===== src/rtl/alu_sys_pkg.sv =====
`default_nettype none
// +------------------------------------------------------------------+
// | alu_sys_pkg: command bytes, controller states, ALU function codes |
// | Rev 1.0                                                           |
// +------------------------------------------------------------------+
package alu_sys_pkg;

    localparam logic [7:0] CMD_ALU_OPER = 8'hCC;
    localparam logic [7:0] CMD_ALU_NOP  = 8'hDD;

    typedef enum logic [2:0] {
        IDLE     = 3'd0,
        WAIT_A   = 3'd1,
        WAIT_B   = 3'd2,
        WAIT_FUN = 3'd3,
        ALU_GO   = 3'd4,
        WAIT_RES = 3'd5,
        SEND_LO  = 3'd6,
        SEND_HI  = 3'd7
    } ctrl_state_t;

    localparam logic [3:0] ALU_FUN_ADD   = 4'h0;
    localparam logic [3:0] ALU_FUN_SUB   = 4'h1;
    localparam logic [3:0] ALU_FUN_MUL   = 4'h2;
    localparam logic [3:0] ALU_FUN_DIV   = 4'h3;
    localparam logic [3:0] ALU_FUN_AND   = 4'h4;
    localparam logic [3:0] ALU_FUN_OR    = 4'h5;
    localparam logic [3:0] ALU_FUN_NAND  = 4'h6;
    localparam logic [3:0] ALU_FUN_NOR   = 4'h7;
    localparam logic [3:0] ALU_FUN_XOR   = 4'h8;
    localparam logic [3:0] ALU_FUN_XNOR  = 4'h9;
    localparam logic [3:0] ALU_FUN_CMPEQ = 4'hA;
    localparam logic [3:0] ALU_FUN_CMPGT = 4'hB;
    localparam logic [3:0] ALU_FUN_CMPLT = 4'hC;
    localparam logic [3:0] ALU_FUN_SHR   = 4'hD;
    localparam logic [3:0] ALU_FUN_SHL   = 4'hE;

endpackage
`default_nettype wire


===== src/rtl/alu_cmd_ctrl_if.sv =====
`default_nettype none
// +------------------------------------------------------------------+
// | alu_cmd_ctrl_if: RX, ALU and TX signals of the command controller |
// | Rev 1.0                                                           |
// +------------------------------------------------------------------+
interface alu_cmd_ctrl_if #(
    parameter int WIDTH = 8
);
    logic [WIDTH-1:0]   RX_P_DATA;
    logic               RX_D_VLD;
    logic [WIDTH-1:0]   ALU_A;
    logic [WIDTH-1:0]   ALU_B;
    logic [3:0]         ALU_FUN;
    logic               ALU_EN;
    logic [2*WIDTH-1:0] ALU_OUT;
    logic               ALU_Valid;
    logic [WIDTH-1:0]   TX_P_DATA;
    logic               TX_D_VLD;
    logic               TX_BUSY;
    logic               CMD_ERR;

    // master is the controller; slave is the UART/ALU side facing it
    modport master (
        input  RX_P_DATA, RX_D_VLD, ALU_OUT, ALU_Valid, TX_BUSY,
        output ALU_A, ALU_B, ALU_FUN, ALU_EN, TX_P_DATA, TX_D_VLD, CMD_ERR
    );

    modport slave (
        output RX_P_DATA, RX_D_VLD, ALU_OUT, ALU_Valid, TX_BUSY,
        input  ALU_A, ALU_B, ALU_FUN, ALU_EN, TX_P_DATA, TX_D_VLD, CMD_ERR
    );
endinterface
`default_nettype wire


===== src/rtl/alu_cmd_ctrl.sv =====
`default_nettype none
// +------------------------------------------------------------------+
// | alu_cmd_ctrl: parses RX frames, pulses the ALU, sends result LSB 1st|
// | Rev 1.0                                                           |
// +------------------------------------------------------------------+
module alu_cmd_ctrl
    import alu_sys_pkg::*;
#(
    parameter int WIDTH = 8
) (
    input  wire            CLK,
    input  wire            RST,
    alu_cmd_ctrl_if.master bus
);

    ctrl_state_t        r_state;
    ctrl_state_t        w_state_nxt;
    logic [WIDTH-1:0]   r_alu_a;
    logic [WIDTH-1:0]   w_alu_a_nxt;
    logic [WIDTH-1:0]   r_alu_b;
    logic [WIDTH-1:0]   w_alu_b_nxt;
    logic [3:0]         r_alu_fun;
    logic [3:0]         w_alu_fun_nxt;
    logic               r_alu_en;
    logic               w_alu_en_nxt;
    logic               r_cmd_err;
    logic               w_cmd_err_nxt;
    logic [2*WIDTH-1:0] r_res;
    logic [2*WIDTH-1:0] w_res_nxt;
    logic               w_tx_vld;
    logic [WIDTH-1:0]   w_tx_data;

    always_ff @(posedge CLK or negedge RST) begin
        if (!RST) begin
            r_state   <= IDLE;
            r_alu_a   <= '0;
            r_alu_b   <= '0;
            r_alu_fun <= '0;
            r_alu_en  <= 1'b0;
            r_cmd_err <= 1'b0;
            r_res     <= '0;
        end else begin
            r_state   <= w_state_nxt;
            r_alu_a   <= w_alu_a_nxt;
            r_alu_b   <= w_alu_b_nxt;
            r_alu_fun <= w_alu_fun_nxt;
            r_alu_en  <= w_alu_en_nxt;
            r_cmd_err <= w_cmd_err_nxt;
            r_res     <= w_res_nxt;
        end
    end

    always_comb begin
        w_state_nxt   = r_state;
        w_alu_a_nxt   = r_alu_a;
        w_alu_b_nxt   = r_alu_b;
        w_alu_fun_nxt = r_alu_fun;
        w_alu_en_nxt  = 1'b0;
        w_cmd_err_nxt = 1'b0;
        w_res_nxt     = r_res;
        w_tx_vld      = 1'b0;
        w_tx_data     = '0;

        case (r_state)
            IDLE: begin
                if (bus.RX_D_VLD) begin
                    if (bus.RX_P_DATA == WIDTH'(CMD_ALU_OPER)) begin
                        w_state_nxt = WAIT_A;
                    end else if (bus.RX_P_DATA == WIDTH'(CMD_ALU_NOP)) begin
                        w_state_nxt = WAIT_FUN;
                    end else begin
                        w_cmd_err_nxt = 1'b1;
                    end
                end
            end
            WAIT_A: begin
                if (bus.RX_D_VLD) begin
                    w_alu_a_nxt = bus.RX_P_DATA;
                    w_state_nxt = WAIT_B;
                end
            end
            WAIT_B: begin
                if (bus.RX_D_VLD) begin
                    w_alu_b_nxt = bus.RX_P_DATA;
                    w_state_nxt = WAIT_FUN;
                end
            end
            WAIT_FUN: begin
                // enable is registered so it is high exactly while in ALU_GO
                if (bus.RX_D_VLD) begin
                    w_alu_fun_nxt = bus.RX_P_DATA[3:0];
                    w_alu_en_nxt  = 1'b1;
                    w_state_nxt   = ALU_GO;
                end
            end
            ALU_GO: begin
                w_state_nxt = WAIT_RES;
            end
            WAIT_RES: begin
                // ALU_Valid is a level that lingers; only trust it here
                if (bus.ALU_Valid) begin
                    w_res_nxt   = bus.ALU_OUT;
                    w_state_nxt = SEND_LO;
                end
            end
            SEND_LO: begin
                w_tx_vld  = 1'b1;
                w_tx_data = r_res[WIDTH-1:0];
                if (!bus.TX_BUSY) begin
                    w_state_nxt = SEND_HI;
                end
            end
            SEND_HI: begin
                w_tx_vld  = 1'b1;
                w_tx_data = r_res[2*WIDTH-1:WIDTH];
                if (!bus.TX_BUSY) begin
                    w_state_nxt = IDLE;
                end
            end
            default: begin
                w_state_nxt = IDLE;
            end
        endcase
    end

    assign bus.ALU_A     = r_alu_a;
    assign bus.ALU_B     = r_alu_b;
    assign bus.ALU_FUN   = r_alu_fun;
    assign bus.ALU_EN    = r_alu_en;
    assign bus.CMD_ERR   = r_cmd_err;
    assign bus.TX_D_VLD  = w_tx_vld;
    assign bus.TX_P_DATA = w_tx_data;

endmodule
`default_nettype wire


===== src/flat_wrapper.sv =====
// flat-port wrapper written by rule: the top's interface ports become plain ports
module alu_cmd_ctrl_flat import alu_sys_pkg::*;
#(
    parameter int WIDTH = 8
)
  (CLK, RST, bus_RX_P_DATA, bus_RX_D_VLD, bus_ALU_OUT, bus_ALU_Valid, bus_TX_BUSY, bus_ALU_A, bus_ALU_B, bus_ALU_FUN, bus_ALU_EN, bus_TX_P_DATA, bus_TX_D_VLD, bus_CMD_ERR);
  alu_cmd_ctrl_if #(.WIDTH(WIDTH)) bus_i ();
  input  wire CLK;
  input  wire RST;
  input wire logic [$bits(bus_i.RX_P_DATA)-1:0] bus_RX_P_DATA;
  input wire logic [$bits(bus_i.RX_D_VLD)-1:0] bus_RX_D_VLD;
  input wire logic [$bits(bus_i.ALU_OUT)-1:0] bus_ALU_OUT;
  input wire logic [$bits(bus_i.ALU_Valid)-1:0] bus_ALU_Valid;
  input wire logic [$bits(bus_i.TX_BUSY)-1:0] bus_TX_BUSY;
  output wire logic [$bits(bus_i.ALU_A)-1:0] bus_ALU_A;
  output wire logic [$bits(bus_i.ALU_B)-1:0] bus_ALU_B;
  output wire logic [$bits(bus_i.ALU_FUN)-1:0] bus_ALU_FUN;
  output wire logic [$bits(bus_i.ALU_EN)-1:0] bus_ALU_EN;
  output wire logic [$bits(bus_i.TX_P_DATA)-1:0] bus_TX_P_DATA;
  output wire logic [$bits(bus_i.TX_D_VLD)-1:0] bus_TX_D_VLD;
  output wire logic [$bits(bus_i.CMD_ERR)-1:0] bus_CMD_ERR;
  assign bus_i.RX_P_DATA = bus_RX_P_DATA;
  assign bus_i.RX_D_VLD = bus_RX_D_VLD;
  assign bus_i.ALU_OUT = bus_ALU_OUT;
  assign bus_i.ALU_Valid = bus_ALU_Valid;
  assign bus_i.TX_BUSY = bus_TX_BUSY;
  assign bus_ALU_A = bus_i.ALU_A;
  assign bus_ALU_B = bus_i.ALU_B;
  assign bus_ALU_FUN = bus_i.ALU_FUN;
  assign bus_ALU_EN = bus_i.ALU_EN;
  assign bus_TX_P_DATA = bus_i.TX_P_DATA;
  assign bus_TX_D_VLD = bus_i.TX_D_VLD;
  assign bus_CMD_ERR = bus_i.CMD_ERR;
  alu_cmd_ctrl #(.WIDTH(WIDTH)) u_core (.CLK(CLK), .RST(RST), .bus(bus_i));
endmodule

===== config.mk =====
export PLATFORM = sky130hd
export DESIGN_NAME = alu_cmd_ctrl_flat
export DESIGN_NICKNAME = d
export VERILOG_FILES = /design/src/rtl/alu_sys_pkg.sv /design/src/rtl/alu_cmd_ctrl_if.sv /design/src/rtl/alu_cmd_ctrl.sv /design/src/flat_wrapper.sv
export SDC_FILE = /design/constraint.sdc
export NUM_CORES = 1
export LEC_CHECK = 0
export CAP_MARGIN = 30
export CELL_PAD_IN_SITES_DETAIL_PLACEMENT = 1
export CELL_PAD_IN_SITES_GLOBAL_PLACEMENT = 2
export CORE_UTILIZATION = 32
export CTS_CLUSTER_SIZE = 24
export DETAILED_ROUTE_END_ITERATION = 10
export HOLD_SLACK_MARGIN = 0.06
export PLACE_DENSITY_LB_ADDON = 0.2
export SKIP_LAST_GASP = 1
export SLEW_MARGIN = 10
export SYNTH_ARGS = -nofsm -noshare
export SYNTH_HDL_FRONTEND = slang
export SYNTH_SLANG_ARGS = --single-unit

===== constraint.sdc =====
create_clock -name CLK -period 3.9 [get_ports CLK]
set_clock_uncertainty 0.05 [all_clocks]
set_input_delay 1.17 -clock CLK [delete_from_list [all_inputs] [get_ports CLK]]
set_output_delay 1.17 -clock CLK [all_outputs]
set_load 0.03 [all_outputs]

==> flow_summary.json <==
{
  "ios": 60,
  "synth_mux_area_share_pct": 26.3,
  "slowest_delay_ns": 0.92,
  "vias": 1240,
  "synth-seq-cells": 41,
  "wl_per_cell_um": 15.8,
  "critPathSlowestCell": "dfrtp_1",
  "ys_top_cells_by_count": "dfrtp_1 (41), mux2_2 (36), nor2_1 (10), mux2i_1 (8), nand2_1 (5)",
  "fin_nets": 221,
  "antenna_found_initial": 0,
  "powerDensity_nw_per_um2": 847,
  "cts.sinks": 41,
  "hold_path.class": "reg2reg",
  "cts_root_buf": "clkbuf_8",
  "ant_nets": 0,
  "synth_cell_type_count": 28,
  "fmax_ghz": 0.290,
  "grt_pass1_wl_mm": 6.84,
  "die_w_um": 77.9,
  "place_ws_ns": 0.728,
  "clockBufferDepth": 2,
  "first_pass_iters": 2,
  "synthCells": 130,
  "rsz0062_at_grt": "no",
  "synth-compound-area-share_pct": 3.26,
  "maxCapViolations": 0,
  "final_max_slew_viol_count": 0,
  "core_sq_um": 5540,
  "ctsHoldBuffers": 0,
  "crit_fanout": 18,
  "cts.htree.levels": 2,
  "clk_latency_ns": 0.29,
  "netlist_top_cells_area": "dfrtp_1 (56%), mux2_2 (22%), mux2i_1 (4.3%)",
  "tns_ns": 0,
  "path_class": "reg2out",
  "drc_errors": 0,
  "utilization_pct": 47.3,
  "cp.required_ns": 2.68,
  "synth_top_family_by_area": "multiplexers",
  "hold_viol": 0,
  "irDropWorstVdd_uv": 377,
  "gp_congestion": 0.756,
  "area_growth_pct": 42.1,
  "synth_seq_area_share_pct": 55.6,
  "slew_headroom_pct": 41.8,
  "cts_setup_buffers": 0,
  "min_period_ns": 3.44,
  "setup-violations-final": 0,
  "status": "finished clean",
  "synth-simple-area-share_pct": 10.9,
  "arrival_ns": 2.22,
  "grt_pass1_vias": 1377,
  "yosys.area.top_type_share_pct": 55.6,
  "yosysMostFrequentCell": "dfrtp_1",
  "tritoncts": "built",
  "avgViaCountPerCell": 4.68,
  "drive_gt1_share_pct": 27.5,
  "diodes": 0,
  "dp_hpwl_mm": 2.94,
  "syn-cell-area_sq_um": 1840,
  "grt_overflow": 0,
  "gr-usage-all-layers_pct": 14.7,
  "tightest_slew_ns": 0.872,
  "fin_ws_ns": 0.456,
  "drt_wl_total_mm": 4.18,
  "synth_flop_cell": "dfrtp_1",
  "path_clk_slew_ns": 0.08,
  "io_buffers": 59,
  "synthAdderAreaFrac_pct": 0,
  "endpoint_kind": "output pin",
  "fin_crit_sh_pct": 88.3,
  "cts_resized": 0,
  "drt-initial-drc-count": 38,
  "grt_max_degree": 42,
  "crit_chain": "mux2i_1 -> nor2_1 -> clkdlybuf4s50_1",
  "start_util_pct": 33.3,
  "cts_buffers": 5,
  "die_area_sq_um": 6070,
  "synthXorXnorAreaFrac_pct": 0.475,
  "p_leak_uw": 0.00112,
  "synth_nets": 159,
  "start_kind": "flop",
  "yosys.area.top_type": "dfrtp_1",
  "dieHeight_um": 77.9,
  "async_reset_ff_share_pct": 100,
  "yosysWarnings": 0,
  "synth_edf_count": 0,
  "syn_area_per_cell_sq_um": 14.2,
  "rows": 27
}
[logic make-up (layout without fill, tap and decap cells)]
logic type	count (synthesis)	after routing
mux	44	44
flops	41	41
simple gates	28	28
compound gates	8	8
buf+inv	8	71
xor+xnor	1	1
[state kept, by name (all words and copies together), names as in the netlist]
| signal | count |
|---|---|
| u_core.r_state | 3 |
| u_core.bus.ALU_A | 8 |
| u_core.bus.ALU_FUN | 4 |
| u_core.bus.CMD_ERR | 1 |
| u_core.bus.ALU_B | 8 |
| u_core.bus.ALU_EN | 1 |
| u_core.r_res | 16 |
[worst max-delay path, delay by kind of cell (launching register included)]
kind	cells	cell delay (ns)
simple gates	1	0.14
buf+inv	1	0.69
flops	1	0.92
mux	1	0.17
[layout make-up]
| cell class | instances | area, sq um |
|---|---|---|
| clock buffers | 5 | 68.8 |
| clock inverters | 3 | 65.1 |
| fillers | 592 | 2920 |
| repair buffers | 60 | 606 |
| well taps | 72 | 90.1 |
| multi-input cells | 81 | 754 |
| inverters | 3 | 11.3 |
| flip-flops and latches | 41 | 1030 |
[final timing paths]
path,start,endpoint,slack [ns],depth (start not counted)
setup reg to reg,u_core.r_state[0],u_core.bus.ALU_A[7],1.83,2
hold reg to reg,u_core.r_res[4],u_core.r_res[4],0.46,1
setup / recovery,u_core.r_state[0],bus_TX_P_DATA[5],0.46,3
max in group asynchronous,RST,u_core.r_res[0],2.63,2
hold / removal,u_core.r_res[4],u_core.r_res[4],0.46,1
min in group asynchronous,RST,u_core.r_res[7],0.70,1
[per-layer routing]
layer | GRT usage, % | vias to the layer above | part of all wire, %
met5 | 0 | - | 0
met4 | 5.00 | 0 | 1.0
met3 | 3.65 | 5 | 4.5
met2 | 25.5 | 26 | 51
met1 | 17.9 | 628 | 43
li1 | - | 581 | -
[stage by stage]
step,total power (uW),instance area [sq um],cells,hold WS [ns]
3_5_place_dp,1830,2470,256,0.444
5_1_grt,2350,2620,265,0.482
3_3_place_gp,1800,2470,256,0.437
2_1_floorplan,1460,1840,130,0.429
6_report,2220,2620,265,0.459
4_1_cts,2250,2600,264,0.462
[placed cells by master, fill, tap and decap left out, types with 2 or more instances in the layout]
cell type | Yosys | final
nor3b_4 | 2 | 2
nor2_1 | 10 | 10
mux2i_1 | 8 | 8
a211oi_1 | 2 | 2
nand2_1 | 5 | 5
mux2_2 | 36 | 36
dfrtp_1 | 41 | 41
clkdlybuf4s50_1 | 0 | 58
nand3_1 | 2 | 2
inv_1 | 3 | 3
bufinv_16 | 0 | 2
clkbuf_8 | 1 | 5
[report_power, final]
group | internal (uW) | leakage [uW] | total (uW) | switching, uW
registers | 631 | 0.000499 | 805 | 174
logic | 516 | 0.000554 | 1010 | 494
clock network | 254 | 0.0000681 | 406 | 152
total | 1400 | 0.00112 | 2220 | 820
Power figures use the tool's default switching activity.
==> patch 1 (same settings) <==
`r_res` no longer has a reset.
--- a/src/rtl/alu_cmd_ctrl.sv
+++ b/src/rtl/alu_cmd_ctrl.sv
@@ -39,5 +39,4 @@
             r_alu_en  <= 1'b0;
             r_cmd_err <= 1'b0;
-            r_res     <= '0;
         end else begin
             r_state   <= w_state_nxt;
@@ -47,6 +46,9 @@
             r_alu_en  <= w_alu_en_nxt;
             r_cmd_err <= w_cmd_err_nxt;
-            r_res     <= w_res_nxt;
         end
+    end
+
+    always_ff @(posedge CLK) begin
+        r_res <= w_res_nxt;
     end
 
Formal check against the unedited RTL: same outputs for any inputs over 10 cycles, from zero or initial values and one cycle with RST low; that may be too few to reach the edited logic, so the function may still have changed.
==> patch 1 against the unedited design <==
Final area decreased by 6.6%. Sequential cell count unchanged. Critical endpoint is now bus_TX_P_DATA[6]. Worst setup slack improved by 0.11 ns. Synthesized area decreased by 6.4%. Register-to-register slack improved by 0.08 ns. Routed wire length decreased by 11%. Cell count decreased by 6.8%. Die area decreased by 6.2%. Total power decreased by 16%.
==> patch 1: results (changes against the unedited design) <==
synth_xor_area_share_pct: 0.507  # was 0.475%
routed-wl-met2_um: 1920  # was 2150 um
grt_antenna_before_repair: 0  # unchanged
irDropWorstVdd_mv: 0.388  # was 0.377 mV
numPlacedInstances: 239  # was 256
fin_util_pct: 47.6  # was 47.3%
status: "complete, no violations"  # unchanged
grt_usage_pct: 14.2  # was 14.7%
yosysWarnings: 0  # unchanged
nets: 205  # was 221
via_per_inst: 4.59  # was 4.68
p_sw_share_pct: 38.8  # was 36.9%
ys_top_cells_by_area: "dfrtp_1, edfxtp_1, mux2_2"  # was dfrtp_1, mux2_2, mux2i_1
crit_family: "flip-flops"  # unchanged
drive_above_1_share_pct: 19.8  # was 27.5%
crit_slowest_cell: "dfrtp_1"  # unchanged
synth-compound-area-share_pct: 3.48  # was 3.26%
power-per-cell-area_mw_per_mm2: 763  # was 847 mW/mm2
hp-class: "reg -> reg"  # unchanged
synth_edf_count: 16  # was 0
p_clk_share_pct: 14.0  # was 18.3%
grt_max_degree: 26  # was 42
wl_met3_um: 218  # was 187 um
synth_common_cells: "dfrtp_1, mux2_2, edfxtp_1"  # was dfrtp_1, mux2_2, nor2_1
power.static_leakage_nw: 0.959  # was 1.12 nW
slew-limit-headroom_pct: 48.6  # was 41.8%
use_met2_pct: 23.5  # was 25.5%
gp_congestion: 0.678  # was 0.756
place_ws_ns: 0.836  # was 0.728 ns
p_seq_share_pct: 38.4  # was 36.2%
syn_nets: 142  # was 159
placed_cell_area_mm2: 0.00236  # was 0.00247 mm2
grt_pass1_wl_um: 5690  # was 6840 um
htree_num_levels: 2  # unchanged
wl_met1_um: 1510  # was 1800 um
ctsHoldBuffers: 0  # unchanged
routed.top_layer: "met4"  # unchanged
vias: 1133  # was 1240
nFillCells: 562  # was 592
use_met3_pct: 5.16  # was 3.65%
synthMuxAreaShare_pct: 17.7  # was 26.3%
avgRoutedWirePerCell_um: 15.0  # was 15.8 um
slowest_delay_ns: 0.85  # was 0.92 ns
dp_hpwl_um: 2760  # was 2940 um
grt_pass1_vias: 1173  # was 1377
ys_async_sr_fraction_pct: 61.0  # was 100%
met1_usage_pct: 17.0  # was 17.9%
worstPathArrival_ns: 2.11  # was 2.22 ns
synth_fa_ha_area_share_pct: 0  # unchanged
syn_inst: 113  # was 130
port_buffers: 59  # unchanged
drt-pass1-iter-count: 4  # was 2
synth_seq_area_share_pct: 64.1  # was 55.6%
[patch 1: cell types whose count changed after synthesis]
cell,before,now
nand4b_4,1,0
and4b_2,0,1
buf_2,1,0
dfrtp_1,41,25
mux2_2,36,20
edfxtp_1,0,16
[patch 1: cell type report]
| class | count | share of cell area [%] |
|---|---|---|
| Sequential cell | 41 | 45.2 |
| Timing Repair Buffer | 60 | 24.4 |
| Multi-Input combinational cell | 65 | 23.0 |
| Tap cell | 70 | 3.58 |
| Clock buffer | 6 | 2.97 |
| Inverter | 3 | 0.460 |
| Clock inverter | 2 | 0.409 |
[patch 1: final timing paths]
check                                                start                           endpoint  slack (ns)  cells past startpoint
setup / recovery             u_core.r_state[0]$_DFFE_PN0P_                   bus_TX_P_DATA[6]        0.57                      3
hold reg to reg            u_core.bus.ALU_A[5]$_DFFE_PN0P_    u_core.bus.ALU_A[5]$_DFFE_PN0P_        0.46                      1
hold / removal             u_core.bus.ALU_A[5]$_DFFE_PN0P_    u_core.bus.ALU_A[5]$_DFFE_PN0P_        0.46                      1
max in group asynchronous                              RST  u_core.bus.ALU_FUN[2]$_DFFE_PN0P_        2.35                      2
min in group asynchronous                              RST       u_core.bus.CMD_ERR$_DFF_PN0_        1.20                      2
setup reg to reg             u_core.r_state[0]$_DFFE_PN0P_    u_core.bus.ALU_A[3]$_DFFE_PN0P_        1.91                      2
[patch 1: logic make-up (layout without fill, tap and decap cells)]
| logic type | after synthesis | after routing |
|---|---|---|
| AOI/OAI and AO/OA | 8 | 8 |
| xor gates and xnor gates | 1 | 1 |
| buffers and inverters | 7 | 71 |
| DFF | 41 | 41 |
| muxes | 28 | 28 |
| and+or+nand+nor | 28 | 28 |
==> patch 2 (config.mk and constraints unchanged) <==
Without the edit above. `WIDTH` is set to 8 in 3 places; all go to 7.
--- a/src/rtl/alu_cmd_ctrl_if.sv
+++ b/src/rtl/alu_cmd_ctrl_if.sv
@@ -5,5 +5,5 @@
 // +------------------------------------------------------------------+
 interface alu_cmd_ctrl_if #(
-    parameter int WIDTH = 8
+    parameter int WIDTH = 7
 );
     logic [WIDTH-1:0]   RX_P_DATA;
--- a/src/rtl/alu_cmd_ctrl.sv
+++ b/src/rtl/alu_cmd_ctrl.sv
@@ -7,5 +7,5 @@
     import alu_sys_pkg::*;
 #(
-    parameter int WIDTH = 8
+    parameter int WIDTH = 7
 ) (
     input  wire            CLK,
--- a/src/flat_wrapper.sv
+++ b/src/flat_wrapper.sv
@@ -2,5 +2,5 @@
 module alu_cmd_ctrl_flat import alu_sys_pkg::*;
 #(
-    parameter int WIDTH = 8
+    parameter int WIDTH = 7
 )
   (CLK, RST, bus_RX_P_DATA, bus_RX_D_VLD, bus_ALU_OUT, bus_ALU_Valid, bus_TX_BUSY, bus_ALU_A, bus_ALU_B, bus_ALU_FUN, bus_ALU_EN, bus_TX_P_DATA, bus_TX_D_VLD, bus_CMD_ERR);
Ports: changed (5 resized); port bits go from 60 to 54. The function was not compared with the original's and may differ.
==> patch 2 against the unedited design <==
Routed wire length fell by 5.6%. Final area down 8.1%. Sequential share of layout area decreased by 0.70 points. Clock power fell by 18%. Total power decreased by 6.1%. Non-clock buffer count is 7 lower. Hold slack got worse by 0.0016 ns. Utilization down 1.0 points. Global-route usage is essentially flat. Synthesized area shrank 4.7%. Critical path depth stayed put. Worst setup slack got worse by 0.036 ns. Sequential cell count down 4.
==> patch 2: results (changes against the unedited design) <==
synth_common_cells: "dfrtp_1, mux2_2, mux2_4, nor2_1, mux2i_1"  # was dfrtp_1, mux2_2, nor2_1
postCtsSetupBuffers: 0  # unchanged
hp-class: "reg -> reg"  # unchanged
cts.root.buffer_cell: "clkbuf_8"  # unchanged
synth_ff_type: "dfrtp_1"  # unchanged
max_flop_register: "u_core.r_res"  # unchanged
crit_slowest_cell: "dfrtp_1"  # unchanged
worstPathArrival_ns: 2.26  # was 2.22 ns
tightest_slew_ns: 0.935  # was 0.872 ns
grt_antenna_before_repair: 0  # unchanged
ys_top_cells_by_area: "dfrtp_1, mux2_2, mux2_4"  # was dfrtp_1, mux2_2, mux2i_1
nets: 203  # was 221
grt_max_degree: 38  # was 42
port_buffers: 53  # was 59
dp_hpwl_um: 2860  # was 2940 um
power-per-cell-area_mw_per_mm2: 866  # was 847 mW/mm2
irDropWorstVdd_mv: 0.369  # was 0.377 mV
grt_pass1_vias: 1301  # was 1377
slowest_delay_ns: 0.96  # was 0.92 ns
stdcell_count: 248  # was 265
setup-violations-final: 0  # unchanged
avgRoutedWirePerCell_um: 15.9  # was 15.8 um
diodes: 0  # unchanged
clk_pin_slew_ns: 0.08  # about the same
synth_seq_area_share_pct: 52.7  # was 55.6%
power.static_leakage_nw: 1.06  # was 1.12 nW
ys_async_sr_fraction_pct: 100  # unchanged
syn_avg_cell_area_um2: 14.1  # was 14.2 um2
syn_nets: 151  # was 159
finalHoldViolCount: 0  # unchanged
clk_path_buf_depth: 2  # unchanged
drt-pass1-iter-count: 4  # was 2
largest_reg_flops: 14  # was 16
crit_family: "flip-flops"  # unchanged
grt_pass1_wl_um: 6570  # was 6840 um
numPlacedInstances: 240  # was 256
cts.repair.resized: 0  # unchanged
numCtsBuffers: 5  # unchanged
yosysWarnings: 0  # unchanged
drive_above_1_share_pct: 25.8  # was 27.5%
ys_types: 28  # unchanged
htree_num_levels: 2  # unchanged
gp_congestion: 0.697  # was 0.756
nFillCells: 557  # was 592
fmax_ghz: 0.287  # was 0.290 GHz
dr.first_iter.drc_count: 97  # was 38
placed_cell_area_mm2: 0.00229  # was 0.00247 mm2
status: "complete, no violations"  # unchanged
via_per_inst: 4.77  # was 4.68
cp_max_fo: 19  # was 18
grt_usage_pct: 14.7  # about the same
clk_latency_ns: 0.29  # about the same
==> patch 2: cell count changes after synthesis, moves of 2 or more <==
cell / change
mux2_2: -13
mux2_4: +10
dfrtp_1: -4
a21oi_1: +3
and4b_1: +2
buf_4: +2
buf_6: +2
nand3_1: -2
nor3_4: +2
nor3b_4: -2
==> patch 2: area by class of cell <==
type | instances | share of cell area (%)
Clock buffer | 5 | 2.86
Tap cell | 70 | 3.64
Clock inverter | 3 | 1.92
Sequential cell | 37 | 38.4
Timing Repair Buffer | 53 | 21.8
Inverter | 2 | 0.312
Multi-Input combinational cell | 78 | 31.0
==> patch 2: power by group <==
part           total (mW)  switching [mW]  internal [mW]
combinational       0.990           0.473          0.518
sequential          0.763           0.191          0.572
clock               0.332           0.140          0.191
==> patch 2: cells by family (layout without fill, tap and decap cells) <==
logic type             count (synthesis)  count (layout)  share of synthesized area, %
multiplexers                          40              40                          27.3
flip-flops                            37              37                          52.7
AND/OR/NAND/NOR                       28              28                          11.4
buffers and inverters                 10              63                          4.77
AO/OA/AOI/OAI                          9               9                          3.35
XOR/XNOR                               1               1                         0.499
==> patch 2: worst paths after layout <==
kind / slack (ns) / start / endpoint / cells after the start
worst max register to register: 1.86 / u_core.r_state[0]$_DFFE_PN0P_ / u_core.bus.ALU_FUN[1]$_DFFE_PN0P_ / 2
worst min register to register: 0.46 / u_core.bus.ALU_FUN[2]$_DFFE_PN0P_ / u_core.bus.ALU_FUN[2]$_DFFE_PN0P_ / 1
max in group asynchronous: 2.36 / RST / u_core.r_state[0]$_DFFE_PN0P_ / 1
min in group asynchronous: 0.92 / RST / u_core.r_res[3]$_DFFE_PN0P_ / 1
worst min-delay path: 0.46 / u_core.bus.ALU_FUN[2]$_DFFE_PN0P_ / u_core.bus.ALU_FUN[2]$_DFFE_PN0P_ / 1
worst max-delay path: 0.42 / u_core.r_state[0]$_DFFE_PN0P_ / bus_TX_P_DATA[1] / 3
==> patch 2: per-layer routing <==
layer  wire, um  vias up  track usage [%]
met4         59        0             6.15
li1           -      550                -
met3        191        5             4.43
met1       1710      602             18.0
met5          0        -                0
met2       1980       27             24.3
==> patch 2: stage by stage <==
step / power, mW / setup WS (ns) / hold slack [ns]
after detailed placement: 1.77 / 0.742 / 0.446
final: 2.09 / 0.419 / 0.458
after global placement: 1.73 / 0.775 / 0.438
after floorplan: 1.43 / 1.46 / 0.429
after global routing: 2.21 / 0.266 / 0.476
after CTS: 2.11 / 0.404 / 0.465
